`src/rtl/poci_master_pkg.sv`:
```
// Shared POCI definitions: FSM state encoding, bus data width and the
// peripheral address map used by the leds/keys slaves.
package pk_poci;

    typedef enum logic [1:0] {
        POCI_IDLE   = 2'd0,
        POCI_SETUP  = 2'd1,
        POCI_ACCESS = 2'd2,
        POCI_RESP   = 2'd3
    } poci_state_t;

    localparam int POCI_DATA_WIDTH = 32;

    localparam logic [31:0] POCI_LEDS_BASE = 32'h0000_0000;
    localparam logic [31:0] POCI_KEYS_BASE = 32'h0000_0010;

endpackage

```
`src/rtl/poci_master.sv`:
```
// POCI initiator: one valid/ready request becomes one SETUP+ACCESS transfer,
// and the result comes back on a held valid/ready response channel.
module poci_master
    import pk_poci::*;
#(
    parameter int PADDR_WIDTH = 32,
    parameter int TIMEOUT     = 1023
) (
    input  logic                       pclk,
    input  logic                       presetn,
    input  logic                       req_valid,
    output logic                       req_ready,
    input  logic                       req_write,
    input  logic [PADDR_WIDTH-1:0]     req_addr,
    input  logic [POCI_DATA_WIDTH-1:0] req_wdata,
    output logic                       rsp_valid,
    input  logic                       rsp_ready,
    output logic [POCI_DATA_WIDTH-1:0] rsp_rdata,
    output logic                       rsp_err,
    output logic                       rsp_timeout,
    output logic [PADDR_WIDTH-1:0]     paddr,
    output logic                       pwrite,
    output logic                       psel,
    output logic                       penable,
    output logic [POCI_DATA_WIDTH-1:0] pwdata,
    input  logic [POCI_DATA_WIDTH-1:0] prdata,
    input  logic                       pready,
    input  logic                       pslverr,
    output logic [1:0]                 dbg_state
);

    // Handshake rule for both channels: a beat transfers on the pclk edge where
    // valid and ready are both 1; the source holds its payload until then.

    localparam int CW = (TIMEOUT > 0) ? $clog2(TIMEOUT + 1) : 1;
    localparam logic [CW-1:0] CNT_LAST = (TIMEOUT > 0) ? CW'(TIMEOUT - 1) : '0;

    poci_state_t                state, nxt_state;
    logic [CW-1:0]              cnt, nxt_cnt;
    logic                       nxt_req_ready, nxt_rsp_valid, nxt_rsp_err, nxt_rsp_timeout;
    logic [POCI_DATA_WIDTH-1:0] nxt_rsp_rdata, nxt_pwdata;
    logic [PADDR_WIDTH-1:0]     nxt_paddr;
    logic                       nxt_pwrite, nxt_psel, nxt_penable;

    assign dbg_state = state;

    always_ff @(posedge pclk) begin
        if (!presetn) begin
            state       <= POCI_IDLE;
            cnt         <= '0;
            req_ready   <= 1'b1;
            rsp_valid   <= 1'b0;
            rsp_rdata   <= '0;
            rsp_err     <= 1'b0;
            rsp_timeout <= 1'b0;
            paddr       <= '0;
            pwrite      <= 1'b0;
            pwdata      <= '0;
            psel        <= 1'b0;
            penable     <= 1'b0;
        end else begin
            state       <= nxt_state;
            cnt         <= nxt_cnt;
            req_ready   <= nxt_req_ready;
            rsp_valid   <= nxt_rsp_valid;
            rsp_rdata   <= nxt_rsp_rdata;
            rsp_err     <= nxt_rsp_err;
            rsp_timeout <= nxt_rsp_timeout;
            paddr       <= nxt_paddr;
            pwrite      <= nxt_pwrite;
            pwdata      <= nxt_pwdata;
            psel        <= nxt_psel;
            penable     <= nxt_penable;
        end
    end

    always_comb begin
        nxt_state       = state;
        nxt_cnt         = cnt;
        nxt_req_ready   = req_ready;
        nxt_rsp_valid   = rsp_valid;
        nxt_rsp_rdata   = rsp_rdata;
        nxt_rsp_err     = rsp_err;
        nxt_rsp_timeout = rsp_timeout;
        nxt_paddr       = paddr;
        nxt_pwrite      = pwrite;
        nxt_pwdata      = pwdata;
        nxt_psel        = psel;
        nxt_penable     = penable;

        case (state)
            POCI_IDLE: begin
                if (req_valid) begin
                    nxt_paddr     = req_addr;
                    nxt_pwrite    = req_write;
                    nxt_pwdata    = req_wdata;
                    nxt_psel      = 1'b1;
                    nxt_req_ready = 1'b0;
                    nxt_state     = POCI_SETUP;
                end
            end
            POCI_SETUP: begin
                nxt_penable = 1'b1;
                nxt_cnt     = '0;
                nxt_state   = POCI_ACCESS;
            end
            POCI_ACCESS: begin
                // pready is tested first so a completion beats a same-edge timeout.
                if (pready) begin
                    nxt_rsp_rdata   = pwrite ? '0 : prdata;
                    nxt_rsp_err     = pslverr;
                    nxt_rsp_timeout = 1'b0;
                    nxt_rsp_valid   = 1'b1;
                    nxt_psel        = 1'b0;
                    nxt_penable     = 1'b0;
                    nxt_state       = POCI_RESP;
                end else if (TIMEOUT != 0 && cnt == CNT_LAST) begin
                    nxt_rsp_rdata   = '0;
                    nxt_rsp_err     = 1'b0;
                    nxt_rsp_timeout = 1'b1;
                    nxt_rsp_valid   = 1'b1;
                    nxt_psel        = 1'b0;
                    nxt_penable     = 1'b0;
                    nxt_state       = POCI_RESP;
                end else if (TIMEOUT != 0) begin
                    nxt_cnt = cnt + CW'(1);
                end
            end
            POCI_RESP: begin
                if (rsp_ready) begin
                    nxt_rsp_valid = 1'b0;
                    nxt_req_ready = 1'b1;
                    nxt_state     = POCI_IDLE;
                end
            end
            default: nxt_state = POCI_IDLE;
        endcase
    end

endmodule

```
`config.mk`:
```
export PLATFORM = sky130hd
export DESIGN_NAME = poci_master
export DESIGN_NICKNAME = d
export VERILOG_FILES = /design/src/rtl/poci_master_pkg.sv /design/src/rtl/poci_master.sv
export SDC_FILE = /design/constraint.sdc
export NUM_CORES = 1
export LEC_CHECK = 0
export ABC_AREA = 1
export CORE_MARGIN = 2
export CORE_UTILIZATION = 25
export DETAILED_ROUTE_END_ITERATION = 8
export HOLD_SLACK_MARGIN = 0.03
export PLACE_DENSITY_LB_ADDON = 0.3
export SYNTH_ARGS = -nofsm -noshare
export SYNTH_HDL_FRONTEND = slang
export SYNTH_SLANG_ARGS = --single-unit
```
`constraint.sdc`:
```
create_clock -name pclk -period 1.45 [get_ports pclk]
set_input_delay 0.145 -clock pclk [delete_from_list [all_inputs] [get_ports pclk]]
set_output_delay 0.145 -clock pclk [all_outputs]
set_load 0.03 [all_outputs]
```
After elaboration in Yosys (flattened, before gate mapping)
Cells that the tools add are included.

Flip-flop bits (word level): 115. Bits of input ports: 103. Output and inout bits: 105. Logic and storage cells: 61.

Add/subtract/negate cells: 1. Equality and inequality tests: 9. Multiplexer cells: 25. Reductions and logical operators: 14.

Operators with widths (number): $mux W32 (3); $mux W10 (2); $pmux W10 S2 (1); $reduce_and A3 Y1 (5); $add A10 B1 Y10 const B (1); $eq A10 B10 Y1 const B (1); $mux W1 (10); $reduce_bool A2 Y1 (5); $mux W2 (4); $ne A2 B2 Y1 const B (4); $pmux W1 S2 (4); $pmux W2 S4 (1); $reduce_and A2 Y1 (3); $eq A2 B2 Y1 const B (2); $ne A3 B3 Y1 const B (1); $eq A2 B1 Y1 const B (1); $logic_not A2 Y1 (1).

Depth between registers and ports, before layout
Depth after elaboration: 4. Mapped depth: 11. Mapped depth without buffers: 10.

Worst setup path before layout
No wires, ideal clock.

Path type: register to register. Start: register state[0], in the netlist dbg_state[0]. End: register pwdata[18]. Setup time: 65 ps. Data arrival time: 1555 ps. Data required time: 1385 ps. Path slack: -169 ps. Cell stages (with the launch flop): 8. Buffers on the path: 2. Clock period less this slack: 1619 ps. Cell sequence: dfxtp_1 inv_1 ha_1 nand2_1 buf_2 clkbuf_1 o21ai_0 nor2_1.

Word-level cells in the longest chain between the ends: 2.

RTL lines: start, declared (line poci_master.sv:38) `poci_state_t state, nxt_state;`; start signal, assigned (line poci_master.sv:62) `state <= nxt_state;`; $logic_not A2 Y1 (line poci_master.sv:91) `case (state)`; $reduce_and A2 Y1 (no source line); end signal, assigned (line poci_master.sv:71) `pwdata <= nxt_pwdata;`; end, declared (line poci_master.sv:25) `output logic [POCI_DATA_WIDTH-1:0] pwdata,`.

Every way passes these cells. A chain may end at the register's enable or synchronous reset.

Final worst setup path
Start: register cnt[0]. End: register rsp_rdata[5].

Word-level cells in the longest chain between the ends: 3.

RTL lines: start, declared (line poci_master.sv:39) `logic [CW-1:0] cnt, nxt_cnt;`; start signal, assigned (line poci_master.sv:63) `cnt <= nxt_cnt;`; $eq A10 B10 Y1 (line poci_master.sv:117) `end else if (TIMEOUT != 0 && cnt == CNT_LAST) begin`; $reduce_bool A2 Y1 (no source line); $reduce_and A2 Y1 (no source line); end signal, assigned (line poci_master.sv:66) `rsp_rdata <= nxt_rsp_rdata;`; end, declared (line poci_master.sv:18) `output logic [POCI_DATA_WIDTH-1:0] rsp_rdata,`.

Every way passes these cells.

==> reports/qor.csv <==
stage,metric,value,unit
grt,grt.total_usage,14.4,%
timing,grt_setup_unrepaired,yes,
timing,hold_viol,0,
timing,skew,0.00551,ns
grt,antenna_found_initial,0,
floorplan,dieArea,0.0186,mm2
worst_setup_path,ff2ff_setup_slack,-0.02,ns
outcome,violations,negative setup slack,
outcome,status,"finished, violations left",
grt,grt_max_degree,47,
logic_synthesis,synth_xor_area_share,0,%
cells_and_area,layout.nets,936,
timing,relSlewSlack,73.6,%
placed_design,placed_area,0.00689,mm2
cts,clock-sinks,115,
timing,post-route-period-util,101,%
floorplan,chipWidth,136,um
floorplan,row_count,48,
logic_synthesis,synthMuxAreaShare,0,%
cts,cts_max_level,4,
cells_and_area,final_cell_area,0.00783,mm2
timing,tightestPinTransition,0.395,ns
worst_setup_path,rr_worst_depth,10,
logic_synthesis,synth_top_family_by_area,simple AND/OR/NAND/NOR gates,
logic_synthesis,syn_area_per_cell,7.41,um2
drt,initialDrtViolationCount,133,
logic_synthesis,syn-cell-area,0.00438,mm2
cts,cts_tree,done,
logic_synthesis,synthAdderAreaFrac,1.43,%
worst_setup_path,path_max_fanout,6,
cts,clkTransAtPathRegs,0.06,ns
cells_and_area,diodes,0,
floorplan,core,0.0172,mm2
drt,vias_per_cell,4.30,
placed_design,hpwl,9290,um
worst_setup_path,r2r-end,rsp_rdata[5]$_SDFFE_PN0P_,
flow_run,drv_cap,0,
pwr,vdd_drop_max,0.773,mV
worst_hold_path,min_path_cells,3,
logic_synthesis,synth-simple-area-share,26.5,%
pwr,finalPower,0.0115,W
logic_synthesis,synth_warnings,0,
worst_setup_path,worstSetupEndpointType,flop,
cells_and_area,syn_to_final_growth,78.7,%
cells_and_area,fin_util,45.4,%
cts,cts_made_buffers,17,
drt,routed_wl,14800,um
pwr,power_density,1470,mW/mm2
floorplan,die_h,136,um
grt,grt_pass1_wl,20600,um
cells_and_area,drive_gt1_share,17.2,%
grt,grt_pass1_vias,4063,
worst_hold_path,hold_path_class,in -> reg,
floorplan,start_util,25.4,%
worst_setup_path,cp_data_arrival_time,1.76,ns
worst_hold_path,worstHoldStart,presetn,
drt,wl_per_cell,13.9,um
drt,met2_length,6710,um
logic_synthesis,synth_nets,699,
timing,setup_viol,14,
timing,fin_crit,1.47,ns
drt,drtAntennaViolNets,0,
drt,maxUsedRoutingLayer,met4,
placed_design,gp_congestion,0.792,
worst_setup_path,start_kind,flop,
drt,drc,0,
logic_synthesis,ys_ff_latch,115,
logic_synthesis,synth.distinct_cells,24,
cts,clockBufferDepth,2,
floorplan,ios,208,
drt,wl_met1,6560,um
grt,grt-ovfl-total,0,
cts,cts_hold_buf,0,
worst_setup_path,required,1.74,ns
drt,wl_met3,1230,um
drt,drtPass1Iterations,4,
cts,clock_latency,0.42,ns
drt,vias,4580,
placed_design,post-place-ws,-0.0456,ns
worst_setup_path,path_class,reg -> reg,
worst_hold_path,min_to,paddr[9]$_SDFFE_PN0P_,
cts,root_buffer,clkbuf_16,
worst_setup_path,rr_startpoint,cnt[0]$_SDFFE_PN0P_,
logic_synthesis,synth_compound_area_share,13.6,%
logic_synthesis,ys_seq_area_share,52.6,%
pwr,power.leakage,3.45,nW
timing,fmax,680,MHz
logic_synthesis,synthCells,591,
placed_design,io_buffers,207,
timing,slew_viol_final,0,
timing,setup_ws,-0.0208,ns
timing,fin_hold_ws,0.0861,ns
## logic make-up after synthesis
group                    after synthesis
buffers and inverters                 60
flip-flops                           115
AND/OR/NAND/NOR                      293
adder cells (fa/ha/maj)                5
AO/OA/AOI/OAI                        118
## flip-flops by register name, indices dropped and copies added, names as in the netlist
signal and count:
cnt 10, dbg_state 2, paddr 32, penable 1, psel 1, pwdata 32
pwrite 1, req_ready 1, rsp_err 1, rsp_rdata 32, rsp_timeout 1, rsp_valid 1
## critical path, cell delays in order, from the launching register on
cell       delay, ns
dfxtp_2         0.32
inv_2           0.06
ha_4            0.13
nand3_2         0.07
nor2_1          0.10
nand2_1         0.09
nand2_2         0.14
nand2_4         0.12
clkbuf_16       0.19
nand2_4         0.05
a21oi_1         0.06
## metal layers
layer | global-route usage [%] | vias up
met5 | 0 | -
met4 | 6.25 | 0
met3 | 6.08 | 21
met2 | 21.4 | 177
met1 | 18.2 | 2026
li1 | - | 2356
## through the flow
| step | cells | TNS [ns] |
|---|---|---|
| floorplan | 591 | 0 |
| CTS | 1052 | -0.0166 |
| global placement | 1020 | 0 |
| global route | 1066 | -3.87 |
| finish | 1066 | -0.0928 |
| detailed placement | 1020 | -0.773 |
## repair_timing
item / in CTS / in global routing
pin swaps: 0 / 15
cloned: 0 / 10
setup buffers: 0 / 4
resized for setup: 106 / 72
endpoints found under the setup margin: 138 / 59
## placed cells by master, fill, tap and decap left out, types with 4 or more instances in the layout
cell             synthesis  final
a21oi_1                 46     41
a21oi_2                  0      5
buf_12                   0      7
buf_4                    1     27
buf_6                    2      5
bufinv_16                0      4
clkbuf_16                0     22
clkdlybuf4s50_1          0    101
clkinv_4                 0      4
clkinvlp_4               0      4
dfxtp_1                115    109
dfxtp_2                  0      4
dlygate4sd2_1            0    101
inv_1                   21     18
nand2_1                116     87
nand2_2                  3     27
nand2_4                  0      6
nand3_1                 14     10
nand3_2                  2      6
nor2_1                 152    150
o21ai_0                 56     54
o21ai_1                 14     15
## final cells by class
cell class	instances	area [um2]
tap	225	282
clock inverter	15	208
fill	1766	9410
timing repair buffer	252	2460
inverter	24	92.6
sequential	115	2310
clock buffer	17	425
multi-input combinational	418	2040
## Yosys cell counts
cell type / number / area (um2)
o21bai_1: 1 / 7.51
nand2_2: 3 / 18.8
nor2_1: 152 / 571
nand3b_1: 1 / 7.51
a21oi_1: 46 / 230
nor2_2: 1 / 6.26
buf_4: 1 / 7.51
buf_2: 12 / 60.1
inv_2: 1 / 3.75
clkinv_1: 2 / 7.51
inv_1: 21 / 78.8
nand4_1: 2 / 12.5
o21ai_0: 56 / 280
clkbuf_1: 21 / 78.8
ha_1: 5 / 62.6
dfxtp_1: 115 / 2300
o21ai_1: 14 / 70.1
o21a_1: 1 / 7.51
nand3_1: 14 / 70.1
nor2_4: 1 / 11.3
nand2_1: 116 / 435
buf_6: 2 / 22.5
nand3_2: 2 / 20.0
nor3b_1: 1 / 7.51
## how the worst max path moves through the flow
| stage | startpoint | end | slack, ns | cells past startpoint |
|---|---|---|---|---|
| 4_1_cts | cnt[0]$_SDFFE_PN0P_ | cnt[8]$_SDFFE_PN0P_ | -0.01 | 8 |
| 3_5_place_dp | dbg_state[0]$_SDFFE_PN0P_ | rsp_rdata[21]$_SDFFE_PN0P_ | -0.05 | 7 |
| 2_1_floorplan | dbg_state[0]$_SDFFE_PN0P_ | cnt[8]$_SDFFE_PN0P_ | 0.02 | 8 |
| 5_1_grt | cnt[0]$_SDFFE_PN0P_ | rsp_rdata[3]$_SDFFE_PN0P_ | -0.12 | 10 |
| 3_3_place_gp | req_valid | paddr[0]$_SDFFE_PN0P_ | 0.02 | 6 |
| 6_report | cnt[0]$_SDFFE_PN0P_ | rsp_rdata[5]$_SDFFE_PN0P_ | -0.02 | 10 |
## where the power goes
part	internal [W]	switching (W)
clock network	0.00289	0.00162
registers	0.00356	0.000210
logic	0.00130	0.00192
total	0.00775	0.00375
(Power assumes the default switching activity.)
